## config.mk

```make
export PLATFORM = sky130hd
export DESIGN_NAME = audio_mixer4
export DESIGN_NICKNAME = d
export VERILOG_FILES = /design/src/rtl/audio_pkg.sv /design/src/rtl/mixer_channel_gain.sv /design/src/rtl/audio_mixer4.sv
export SDC_FILE = /design/constraint.sdc
export NUM_CORES = 1
export LEC_CHECK = 0
export BUFFER_PORTS_ARGS = -buffer_cell sky130_fd_sc_hd__buf_4
export CORE_MARGIN = 2
export CORE_UTILIZATION = 55
export CTS_BUF_LIST = sky130_fd_sc_hd__clkbuf_4 sky130_fd_sc_hd__clkbuf_8
export CTS_CLUSTER_DIAMETER = 150
export DETAILED_ROUTE_END_ITERATION = 7
export PLACE_DENSITY = 0.77
export REMOVE_ABC_BUFFERS = 1
export SLEW_MARGIN = 10
export SYNTH_ARGS = -nofsm -noshare
export SYNTH_HDL_FRONTEND = slang
export SYNTH_SLANG_ARGS = --single-unit
```

## constraint.sdc

```tcl
create_clock -name clk -period 0.8 [get_ports clk]
set_input_delay 0 -clock clk [delete_from_list [all_inputs] [get_ports clk]]
set_output_delay 0 -clock clk [all_outputs]
set_load 0.02 [all_outputs]
```

## src/rtl/audio_pkg.sv

```systemverilog
// Shared defaults and saturation limits for the audio mixer blocks.
package audio_pkg;

    localparam int DEF_BITDEPTH = 14;
    localparam int DEF_VOLW     = 4;

    // Limits of a signed bd-bit sample; bd must stay below 32.
    function automatic int sat_hi(input int bd);
        return (1 << (bd - 1)) - 1;
    endfunction

    function automatic int sat_lo(input int bd);
        return -(1 << (bd - 1));
    endfunction

endpackage

```

## src/rtl/mixer_channel_gain.sv

```systemverilog
// One mixer voice: volume scaling (vol+1)/2^VOLW with floor rounding, plus channel enable.
module mixer_channel_gain
    import audio_pkg::*;
#(
    parameter int BITDEPTH = DEF_BITDEPTH,
    parameter int VOLW     = DEF_VOLW
) (
    input  logic signed [BITDEPTH-1:0] sample,
    input  logic        [VOLW-1:0]     vol,
    input  logic                       en,
    output logic signed [BITDEPTH-1:0] scaled
);

    localparam int PW = BITDEPTH + VOLW + 2;

    logic signed [VOLW+1:0] gain;
    logic signed [PW-1:0]   prod;
    logic                   unused_bits;

    assign gain = $signed({2'b00, vol}) + (VOLW + 2)'(1);
    assign prod = PW'(sample) * PW'(gain);

    // Gain never exceeds 1, so the floor-shifted product always fits BITDEPTH bits;
    // taking the slice is the arithmetic shift by VOLW.
    assign scaled      = en ? prod[VOLW +: BITDEPTH] : '0;
    assign unused_bits = ^{prod[PW-1:VOLW+BITDEPTH], prod[VOLW-1:0]};

endmodule

```

## src/rtl/audio_mixer4.sv

```systemverilog
// Four-voice mixer with per-channel volume; registered output with a one-clk valid pulse.
// Build option AUDIO_MIXER4_SATURATE_EN: full-scale saturating sum instead of averaging.
module audio_mixer4
    import audio_pkg::*;
#(
    parameter int BITDEPTH = DEF_BITDEPTH,
    parameter int VOLW     = DEF_VOLW
) (
    input  logic                       clk,
    input  logic                       rst,
    input  logic                       sample_en,
    input  logic signed [BITDEPTH-1:0] in1,
    input  logic signed [BITDEPTH-1:0] in2,
    input  logic signed [BITDEPTH-1:0] in3,
    input  logic signed [BITDEPTH-1:0] in4,
    input  logic        [3:0]          ch_en,
    input  logic        [4*VOLW-1:0]   vol,
    output logic signed [BITDEPTH-1:0] mix,
    output logic                       mix_valid
);

    localparam int SW = BITDEPTH + 2;

    logic signed [BITDEPTH-1:0] voice  [4];
    logic signed [BITDEPTH-1:0] scaled [4];
    logic signed [SW-1:0]       sum;
    logic signed [BITDEPTH-1:0] result;

    assign voice[0] = in1;
    assign voice[1] = in2;
    assign voice[2] = in3;
    assign voice[3] = in4;

    for (genvar k = 0; k < 4; k++) begin : g_ch
        mixer_channel_gain #(
            .BITDEPTH(BITDEPTH),
            .VOLW    (VOLW)
        ) u_gain (
            .sample(voice[k]),
            .vol   (vol[k*VOLW +: VOLW]),
            .en    (ch_en[k]),
            .scaled(scaled[k])
        );
    end

    assign sum = SW'(scaled[0]) + SW'(scaled[1]) + SW'(scaled[2]) + SW'(scaled[3]);

`ifdef AUDIO_MIXER4_SATURATE_EN
    localparam logic signed [SW-1:0] SAT_HI = SW'(sat_hi(BITDEPTH));
    localparam logic signed [SW-1:0] SAT_LO = SW'(sat_lo(BITDEPTH));

    always_comb begin
        result = sum[BITDEPTH-1:0];
        if (sum > SAT_HI) begin
            result = SAT_HI[BITDEPTH-1:0];
        end else if (sum < SAT_LO) begin
            result = SAT_LO[BITDEPTH-1:0];
        end
    end
`else
    logic unused_lsbs;

    // Averaging: arithmetic shift by 2 of a BITDEPTH+2 sum always fits the output.
    assign result      = sum[SW-1:2];
    assign unused_lsbs = ^sum[1:0];
`endif

    // Output protocol: mix_valid is high for exactly the clk after each sample_en edge,
    // mix carries the new result in that same clk and holds it until the next strobe.
    always_ff @(posedge clk or negedge rst) begin
        if (!rst) begin
            mix       <= '0;
            mix_valid <= 1'b0;
        end else begin
            mix_valid <= sample_en;
            if (sample_en) begin
                mix <= result;
            end
        end
    end

endmodule

```

==> flow_metrics.py <==
metrics = {
    "setup_path": {
        "slowest_delay_ns": 0.57,
        "critical_path.startpoint_type": "input port",
        "worstPathRequired_ns": 0.92,
        "path_class": "in2reg",
        "path_max_fanout": 4,
        "cp.arrival_ns": 7.05,
        "endpoint_kind": "flop",
        "critPathSlowestCell": "fa_1",
        "crit_path_frequent_cell": "fa_1",
    },
    "sta": {
        "finalMaxSlewViolations": 0,
        "rsz0062_at_grt": "yes",
        "tightest_slew_ns": 0.426,
        "fmax_mhz": 144,
        "skew_ns": 0,
        "relSlewSlack_pct": 71.4,
        "setup_viol": 24,
        "setup_tns_ns": -78.23,
        "hold_violations": 0,
        "period_needed_ns": 6.92,
        "fin_crit_sh_pct": 865,
        "layout_setup_ws_ns": -6.12,
    },
    "global_routing": {
        "antenna_found_initial": 0,
        "gr-usage-all-layers_pct": 28.3,
        "grt.overflow.total": 0,
        "grt_pass1_wl_mm": 51.4,
        "grt_max_degree": 16,
        "grt_pass1_vias": 11367,
    },
    "routing": {
        "vias": 10640,
        "routed_wl_mm": 33.4,
        "drc_errors": 0,
        "drt_first_pass_iters": 5,
        "postRouteAntennaNets": 0,
        "viasPerCell": 5.40,
        "drt-initial-drc-count": 597,
        "wire_per_inst_um": 16.9,
    },
    "synthesis": {
        "yosys.area.top_type": "fa_1",
        "yosysSeqAreaShare_pct": 3.32,
        "synthTopCellsByArea": "fa_1 (33%), ha_1 (15%), inv_1 (9.6%)",
        "synthArstFlopShare_pct": 100,
        "synth.distinct_cells": 51,
        "synth_area_mm2": 0.0113,
        "ys_ff_latch": 15,
        "syn-instance-count": 1343,
        "syn_area_per_cell_um2": 8.42,
        "ys.flop_type": "dfrtp_1",
        "synth_edf_count": 0,
        "synth.top_cell.area_share_pct": 33.5,
        "synth_warnings": 0,
    },
    "die": {
        "ios": 94,
        "rows": 52,
        "core_mm2": 0.0202,
        "die_h_um": 147,
        "start_util_pct": 55.9,
        "die-area_mm2": 0.0217,
        "die_w_um": 147,
    },
    "placement": {
        "dp_slack_ns": -6.53,
        "placement.io_buffers": 93,
        "dp_cells": 1932,
        "gp_congestion": 0.843,
        "placed_area_mm2": 0.0142,
        "hpwl_mm": 22.9,
    },
    "clocking": {
        "clk_pin_slew_ns": 0.07,
        "cts_sinks": 15,
        "cts_tree": "built",
        "cts_buffers": 3,
        "insertion_delay_ns": 0.25,
        "htree_levels": 1,
        "cts_root_buf": "clkbuf_8",
        "cts_buffer_depth": 2,
    },
    "power_and_ir_drop": {
        "internal_power_uw": 34500,
        "p_comb_share_pct": 96.6,
        "p_clk_share_pct": 1.0,
        "p_leak_uw": 0.00819,
        "power_switching_share_pct": 48.9,
        "powerDensity_mw_per_mm2": 4340,
        "p_seq_share_pct": 2.5,
        "power.switching_uw": 33100,
        "peakVddDrop_uv": 4130,
    },
    "final_layout": {
        "layout.nets": 2103,
        "design_area_mm2": 0.0156,
        "drive_gt1_share_pct": 31.1,
        "fill_cells": 1260,
        "final_common_cell": "buf_4",
        "final_cell_mix": "buf_4 (333), inv_1 (272), fa_1 (185)",
        "syn_to_final_growth_pct": 37.8,
        "antenna_cells": 0,
        "finalNonFillerCells": 1971,
    },
    "flow_run": {
        "drv_cap": 0,
    },
    "run_status": {
        "outcome": "finished with violations",
        "failed_checks": "setup timing",
    },
    "min_path": {
        "min_path_type": "in2reg",
    },
}
==> worst max-delay path: cells and delay by family <==
family	cells	cell delay, ns
AND/OR/NAND/NOR	4	0.76
XOR/XNOR	3	0.81
AO/OA/AOI/OAI	7	1.24
buffers and inverters	10	1.14
adder cells (fa/ha/maj)	8	3.07
==> power groups by stage <==
stage / sequential (uW) / clock (uW) / combinational, uW
floorplan: 1930 / 0 / 25500
global placement: 1540 / 0 / 40000
detailed placement: 1540 / 0 / 41600
CTS: 1580 / 638 / 56000
global route: 1680 / 695 / 69100
finish: 1660 / 664 / 65300
==> sequential cells by signal, indices dropped and copies added, names as in the netlist <==
signal and count:
mix_valid 1, mix 14
==> cells in the mapped netlist, drive strengths merged (2+ instances only) <==
master / n
a2111oi: 3
ha: 133
a21oi: 50
inv: 289
nand2b: 24
xnor2: 53
a31oi: 5
o31ai: 3
clkbuf: 26
o21bai: 2
nand3b: 5
fa: 189
nor2: 36
o21a: 10
a21o: 24
or2: 3
o21ai: 30
mux2: 8
o211ai: 2
a211oi: 5
nand4: 5
nand2: 85
nor3: 9
or3: 4
and2: 156
nand3: 11
dfrtp: 15
and3: 7
nor2b: 99
mux2i: 4
and4b: 2
a211o: 3
xor2: 26
==> final cells by class <==
class	instances	area [um2]	area share, %
Timing Repair Buffer	380	3050	19.6
Tap cell	270	338	2.17
Clock buffer	4	48.8	0.313
Inverter	289	1080	6.96
Sequential cell	15	375	2.41
Multi-Input combinational cell	1013	10700	68.6
==> repair_timing <==
action                     in CTS  in global routing
gates resized for setup       184                 56
setup endpoints to repair      22                 26
hold endpoints to repair       16                  0
hold buffers                    2                  0
pin swaps                     111                 48
setup buffers                  24                 14
==> through the flow <==
step                total power, uW  utilization (%)  hold WS [ns]
floorplan                     27500                -        -0.296
global placement              41500             69.9        -0.139
detailed placement            43100             69.9        -0.138
CTS                           58200             75.4        0.0361
global route                  71400             77.0        0.0650
finish                        67600             77.0        0.0677
==> worst paths after layout <==
check | endpoint | slack (ns) | depth (start not counted) | start
max | mix[11]$_DFFE_PN0P_ | -6.12 | 32 | vol[0]
min | mix[7]$_DFFE_PN0P_ | 0.07 | 2 | sample_en
max reg2reg | mix[11]$_DFFE_PN0P_ | -0.05 | 3 | mix[11]$_DFFE_PN0P_
min reg2reg | mix[2]$_DFFE_PN0P_ | 0.51 | 1 | mix[2]$_DFFE_PN0P_
max in group asynchronous | mix_valid$_DFF_PN0_ | 0.46 | 2 | rst
min in group asynchronous | mix[5]$_DFFE_PN0P_ | 0.16 | 2 | rst
==> logic make-up (layout without fill, tap and decap cells) <==
group / after synthesis / count (layout) / synth area share, %
and+or+nand+nor: 453 / 453 / 22.4
DFF: 15 / 15 / 3.32
AOI/OAI and AO/OA: 147 / 147 / 8.35
adders and majority gates: 322 / 322 / 48.2
buffers and inverters: 315 / 673 / 10.5
xor gates and xnor gates: 79 / 79 / 6.12
muxes: 12 / 12 / 1.15
==> metal layers <==
layer	track usage (%)	share of wire [%]	vias up
met4	11.3	6.3	0
met5	0	0	-
met3	2.59	4.9	187
met2	54.2	51	435
li1	-	-	4843
met1	32.5	38	5175
(Power assumes the default switching activity.)
